==> src/rtl/fetch_unit.sv <==
// LEGv8 instruction fetch stage: owns the PC, fetches words over a req/ack
// handshake and hands them to the decoder through a valid/ready register.
//
//   state | meaning
//   IDLE  | one cycle after reset, no request outstanding
//   BUSY  | imem_req high, waiting for imem_ack
//   HOLD  | word registered and offered to the decoder, no request
module fetch_unit #(
  parameter logic [63:0] RESET_PC = 64'h0
) (
  input  logic        clk,
  input  logic        reset,
  output logic        imem_req,
  output logic [63:0] imem_addr,
  input  logic        imem_ack,
  input  logic [31:0] imem_rdata,
  output logic [31:0] instruction,
  output logic [63:0] instr_pc,
  output logic        instr_valid,
  input  logic        dec_ready,
  input  logic        br_taken,
  input  logic [63:0] br_pc,
  input  logic [31:0] br_imm
);

  typedef enum logic [1:0] {
    IDLE = 2'd0,
    BUSY = 2'd1,
    HOLD = 2'd2
  } state_t;

  state_t      state;
  logic [63:0] pc;
  logic [63:0] pc_seq;
  logic [63:0] br_target;
  logic        squash;
  logic        held_valid;
  logic        req_q;
  logic        xfer;

  // Word offset is sign-extended and scaled to bytes; both adds wrap mod 2^64.
  assign br_target = br_pc + {{30{br_imm[31]}}, br_imm, 2'b00};
  assign pc_seq    = pc + 64'd4;

  assign imem_addr   = pc;
  assign imem_req    = req_q;
  assign instr_valid = held_valid & ~br_taken;
  assign xfer        = instr_valid & dec_ready;

  always_ff @(posedge clk) begin
    if (reset) begin
      state       <= IDLE;
      pc          <= RESET_PC;
      squash      <= 1'b0;
      held_valid  <= 1'b0;
      req_q       <= 1'b0;
      instruction <= 32'h0;
      instr_pc    <= 64'h0;
    end else begin
      case (state)
        IDLE: begin
          if (br_taken) pc <= br_target;
          state <= BUSY;
          req_q <= 1'b1;
        end

        BUSY: begin
          if (br_taken) begin
            pc <= br_target;
            // Without an ack this cycle, memory still owes us the old word.
            squash <= ~imem_ack;
          end else if (imem_ack) begin
            if (squash) begin
              squash <= 1'b0;
            end else begin
              instruction <= imem_rdata;
              instr_pc    <= pc;
              held_valid  <= 1'b1;
              req_q       <= 1'b0;
              state       <= HOLD;
            end
          end
        end

        HOLD: begin
          if (br_taken) begin
            pc         <= br_target;
            held_valid <= 1'b0;
            req_q      <= 1'b1;
            state      <= BUSY;
          end else if (xfer) begin
            pc         <= pc_seq;
            held_valid <= 1'b0;
            req_q      <= 1'b1;
            state      <= BUSY;
          end
        end

        default: begin
          state      <= IDLE;
          held_valid <= 1'b0;
          squash     <= 1'b0;
          req_q      <= 1'b0;
        end
      endcase
    end
  end

endmodule

==> config.mk <==
export PLATFORM = sky130hd
export DESIGN_NAME = fetch_unit
export DESIGN_NICKNAME = d
export VERILOG_FILES = /design/src/rtl/fetch_unit.sv
export SDC_FILE = /design/constraint.sdc
export NUM_CORES = 1
export LEC_CHECK = 0
export CORE_ASPECT_RATIO = 1.4
export CORE_MARGIN = 2
export CORE_UTILIZATION = 39
export DETAILED_ROUTE_END_ITERATION = 8
export PLACE_DENSITY = 0.66
export SKIP_LAST_GASP = 1
export SLEW_MARGIN = 15
export SYNTH_ARGS = -nofsm -noshare
export SYNTH_HDL_FRONTEND = slang
export SYNTH_SLANG_ARGS = --single-unit
==> constraint.sdc <==
create_clock -name clk -period 3.2 [get_ports clk]
set_clock_uncertainty 0.2 [all_clocks]
set_input_delay 0.48 -clock clk [delete_from_list [all_inputs] [get_ports clk]]
set_output_delay 0.48 -clock clk [all_outputs]
set_load 0.01 [all_outputs]
Word level (Yosys, flattened, before mapping). Index checks and enable logic that the tools add are counted.

Add/subtract/negate cells: 2. Equality and inequality tests: 8. Mux-type cells: 25. Bitwise operators: 7. Reductions and logical operators: 9.

Operators by type and width (number): 64-bit two-way mux (3); 64-bit one-hot mux with 2 select lines (1); 64-bit by 3-bit adder with 64-bit output (second input constant) (1); 64-bit adder (1); 1-bit two-way mux (12); 2-bit two-way mux (5); 4-bit AND reduction (2); 2-bit != test (second input constant) (3); 3-bit != test (second input constant) (2); 1-bit one-hot mux with 3 select lines (2); 2-bit one-hot mux with 3 select lines (1); 1-bit NOT (5); 5-bit AND reduction (1); 2-bit OR reduction (2); 3-bit AND reduction (1); 1-bit AND (2); 2-bit by 1-bit equality test with 1-bit output (second input constant) (1); 2-bit equality test (second input constant) (1); 2-bit zero test (1); 2-bit by 1-bit != test with 1-bit output (second input constant) (1); 1-bit one-hot mux with 2 select lines (1); 2-bit AND reduction (1); 2-bit nonzero test (1).

Flip-flop bits (word level): 165. Bits of input ports: 133. Output and inout bits: 162.

Logic depth before layout (Yosys ltp).
Word-level depth: 6. Depth in mapped cells: 11.

Worst setup path after synthesis. No wires, ideal clock.

Path kind: input-to-reg. From: input br_pc[2]. To: register pc[34], in the netlist imem_addr[34]. Library setup time: 0.103 ns. Arrival: 2.823 ns. Required time: 2.897 ns. Slack: 0.073 ns. Cell stages on the path: 11. Buffers on the path: 0. Cells stage by stage: ha_1 fa_1 a211oi_1 o21ai_2 nand4_1 a21oi_2 a21bo_2 a41oi_1 o21ai_2 xnor2_1 a2111oi_2.

Word-level cells in the longest chain between the ends: 3.

Ends and longest elaborated chain: start: declaration (RTL line 22) `input logic [63:0] br_pc,`; 64-bit adder * (RTL line 42) `assign br_target = br_pc + {{30{br_imm[31]}}, br_imm, 2'b00};`; 64-bit two-way mux, on equally long branches (RTL line 86, 62, 68); 64-bit one-hot mux with 2 select lines * (RTL line 60) `case (state)`; end signal: assignment (RTL line 62) `if (br_taken) pc <= br_target;`; end signal: assignment (RTL line 87) `pc <= br_target;`; end signal: assignment (RTL line 92) `pc <= pc_seq;`; end: declaration (RTL line 33) `logic [63:0] pc;`.

Every way passes the cells marked *; elsewhere a longest branch is shown, timed or not. The select of a mux whose other input is x is not followed. A chain may end at the register's enable or synchronous reset.

Worst setup path after layout.
From: input br_pc[8]. To: register pc[56], in the netlist imem_addr[56].

The elaborated chain is that of the path after synthesis.

==> load_flow_metrics.sql <==
INSERT INTO impl_metrics (metric_group, metric, value, unit) VALUES
('setup_path', 'ff2ff_setup_slack', '0.30', 'ns'),
('clock_network', 'cts.root.buffer_cell', 'clkbuf_16', ''),
('setup_path', 'worstSetupStartpointType', 'primary input', ''),
('placed_design', 'place.gp.congestion', '0.933', ''),
('hold_path', 'holdCritPathClass', 'reg -> reg', ''),
('cells_and_area', 'fillers', '2646', ''),
('power_and_ir_drop', 'irDropWorstVdd', '0.395', 'mV'),
('cells_and_area', 'most-common-layout-cells', '316 x nand2_1, 290 x buf_4, 280 x clkdlybuf4s50_1', ''),
('synthesis', 'post_synth_inst_count', '1567', ''),
('synthesis', 'synth.yosys.warnings', '0', ''),
('routing', 'detailroute.via_count', '13400', ''),
('synthesis', 'number_of_enable_type_register_cells_in_the_synthesized_netlist', '0', ''),
('routing', 'route.detailed.wl_per_inst', '17.1', 'µm'),
('synthesis', 'postSynthRegisterBits', '165', ''),
('sta', 'setup_viol', '0', ''),
('synthesis', 'synth_area_leaders', 'dfxtp_1 29%, a21oi_1 12%, nand2_1 11%', ''),
('sta', 'unrepaired_setup_endpoints_after_global_routing', 'true', ''),
('floorplan', 'core_area', '28300', 'µm²'),
('sta', 'ratio_of_final_minimum_period_to_clock_period', '98.1', '%'),
('setup_path', 'r2r-start', 'imem_addr[2]$_SDFFE_PP0P_', ''),
('setup_path', 'worstPathCellList', 'clkdlybuf4s50_1, ha_4, buf_4, o21ai_0, a21oi_1, o2111ai_2, a31o_4, a21oi_4, o211ai_2, buf_6, a211o_1, and3_1, o32ai_2', ''),
('synthesis', 'yosysTopAreaCellShare', '29.5', '%'),
('clock_network', 'clk_pin_slew', '0.07', 'ns'),
('cells_and_area', 'synthToLayoutAreaGrowth', '56.9', '%'),
('clock_network', 'clock_sinks', '165', ''),
('synthesis', 'async_reset_ff_share', '0', '%'),
('synthesis', 'avgSynthCellArea', '7.15', 'µm²'),
('sta', 'slew-limit-headroom', '32.9', '%'),
('setup_path', 'critical_path_buf_inv_count', '3', ''),
('floorplan', 'floorplan.initialDensity', '39.6', '%'),
('sta', 'hold_violations', '0', ''),
('floorplan', 'io_pins', '295', ''),
('global_route', 'initial_antenna_violation_count', '0', ''),
('clock_network', 'tritoncts', 'done', ''),
('clock_network', 'clock_tree.htree_level_count', '4', ''),
('setup_path', 'critical_path_s_largest_stage_delay', '0.45', 'ns'),
('clock_network', 'hold_buffers', '0', ''),
('setup_path', 'worstReg2RegEnd', 'imem_addr[50]$_SDFFE_PP0P_', ''),
('cells_and_area', 'fin_nets', '2267', ''),
('setup_path', 'timing.critical_path.to_type', 'register', ''),
('sta', 'max_freq', '319', 'MHz'),
('synthesis', 'yosysUniqueCellTypes', '86', ''),
('cells_and_area', 'final_layout_size_suffix_gt1_share', '20.7', '%'),
('placed_design', 'dp.final_hpwl', '32.0', 'mm'),
('synthesis', 'yosysSeqAreaShare', '29.5', '%'),
('synthesis', 'synth.largest_area_cell', 'dfxtp_1', ''),
('routing', 'drt.antenna.violating_nets', '0', ''),
('setup_path', 'worst-path-max-fanout', '4', ''),
('power_and_ir_drop', 'power.total', '0.00681', 'W'),
('synthesis', 'post_synth_instance_area', '11200', 'µm²'),
('routing', 'firstDrtPassIters', '8', ''),
('floorplan', 'design.die.area', '30100', 'µm²'),
('cells_and_area', 'utilization', '62.1', '%'),
('floorplan', 'die-width', '147', 'µm'),
('setup_path', 'cp.arrival', '3.28', 'ns'),
('synthesis', 'yosys_most_used_dff', 'dfxtp_1', ''),
('floorplan', 'std_cell_rows', '73', ''),
('hold_path', 'min_from', 'instruction[3]$_SDFFE_PP0P_', ''),
('hold_path', 'min_delay_worst_endpoint', 'instruction[3]$_SDFFE_PP0P_', ''),
('floorplan', 'die_height', '205', 'µm'),
('clock_network', 'worstSkewPairLatency', '0.43', 'ns'),
('cells_and_area', 'antenna_cells', '0', ''),
('routing', 'drc', '0', ''),
('cells_and_area', 'multiInputGateArea', '7820', 'µm²'),
('placed_design', 'count_of_input_and_output_buffers', '294', ''),
('sta', 'worst_tran_pin_value', '1.01', 'ns'),
('setup_path', 'crit_family', 'compound AO/OA/AOI/OAI gates', ''),
('cells_and_area', 'ff_latch_area', '3300', 'µm²'),
('global_route', 'global_route_wire_length_before_repair', '66.3', 'mm'),
('status', 'outcome', 'complete, no violations', ''),
('setup_path', 'r2r.worst_path.cells', '10', '');
worst register-to-register path, stage by stage (launching register included):
cell and delay, ns:
dfxtp_1 0.34, ha_1 0.20, and3_1 0.22, nor2b_1 0.39, nand4_4 0.15, or2_1 0.41
nor2_8 0.18, nand3_2 0.09, mux2_4 0.30, a22oi_2 0.18, o22ai_1 0.10
per-layer routing:
metal  global-route usage [%]  vias to the layer above  part of all wire (%)
met5                        0                        -                     0
met4                     8.59                        0                   2.7
met3                     3.10                       71                   5.4
met2                     45.9                      473                    48
met1                     35.1                     6239                    44
li1                         -                     6626                     -
final cells by class:
type                    instances  share of cell area (%)
inverters                      23                   0.491
repair buffers                591                    30.0
flip-flops and latches        165                    18.8
multi-input cells            1273                    44.5
well taps                     375                    2.67
clock inverters                10                   0.832
clock buffers                  22                    2.70
logic make-up after synthesis:
family	after synthesis	synth area share, %
muxes	7	0.692
and+or+nand+nor	626	25.8
AOI/OAI and AO/OA	532	28.9
buffers and inverters	129	4.55
xor gates and xnor gates	45	3.52
DFF	165	29.5
adders and majority gates	63	7.10
registers in the layout, summed over array words and instances (netlist names):
register,flops
held_valid,1
imem_addr,64
imem_req,1
instr_pc,64
instruction,32
squash,1
state,2
worst max-delay path by stage:
stage | start | to | slack [ns] | cells after the start
floorplan | br_pc[2] | imem_addr[34]$_SDFFE_PP0P_ | 0.07 | 11
detailed placement | br_pc[2] | imem_addr[56]$_SDFFE_PP0P_ | -0.55 | 13
global route | br_pc[7] | imem_addr[49]$_SDFFE_PP0P_ | -0.04 | 13
finish | br_pc[8] | imem_addr[56]$_SDFFE_PP0P_ | 0.06 | 13
CTS | br_imm[0] | imem_addr[56]$_SDFFE_PP0P_ | -0.02 | 13
global placement | br_pc[2] | imem_addr[56]$_SDFFE_PP0P_ | -0.49 | 13
power breakdown:
part,switching [W],internal [W]
combinational,0.00116,0.00118
clock,0.000860,0.00130
sequential,0.000131,0.00218
through the flow:
stage          setup slack [ns]  area (µm²)  hold WS, ns  TNS (ns)  cells
2_1_floorplan            0.0732       11200        0.281         0   1567
3_3_place_gp             -0.489       16400        0.241    -13.70   2420
3_5_place_dp             -0.554       16400        0.247    -15.26   2420
4_1_cts                 -0.0157       17100        0.255   -0.0157   2453
5_1_grt                 -0.0394       17600        0.270   -0.0435   2459
6_report                 0.0615       17600        0.252         0   2459
repair_timing:
action,in CTS,in global routing
pin swaps,5,31
endpoints found under the setup margin,16,23
cloned,0,1
resized for setup,10,84
buffers inserted,1,5
cells in the mapped netlist (4+ instances only):
cell,instances
nand2_1,319
a21oi_1,258
dfxtp_1,165
nor2_1,103
clkbuf_1,88
o21ai_0,87
ha_1,62
nor3_1,39
nand3_1,34
a21o_1,30
nand4_1,30
xnor2_1,28
and3_1,25
a31oi_1,24
inv_1,23
xor2_1,17
a211oi_1,14
nor2b_1,12
o21bai_1,11
nor4_1,10
o211ai_1,10
o21a_1,10
or3_1,9
buf_1,8
o221ai_1,8
o22ai_1,8
and2_1,7
a221oi_1,6
nand2b_1,6
a2111oi_0,5
a22oi_1,5
a311oi_1,5
a41oi_1,5
or2_2,5
clkbuf_2,4
mux2i_1,4
nor3b_1,4
(Power assumes the default switching activity.)
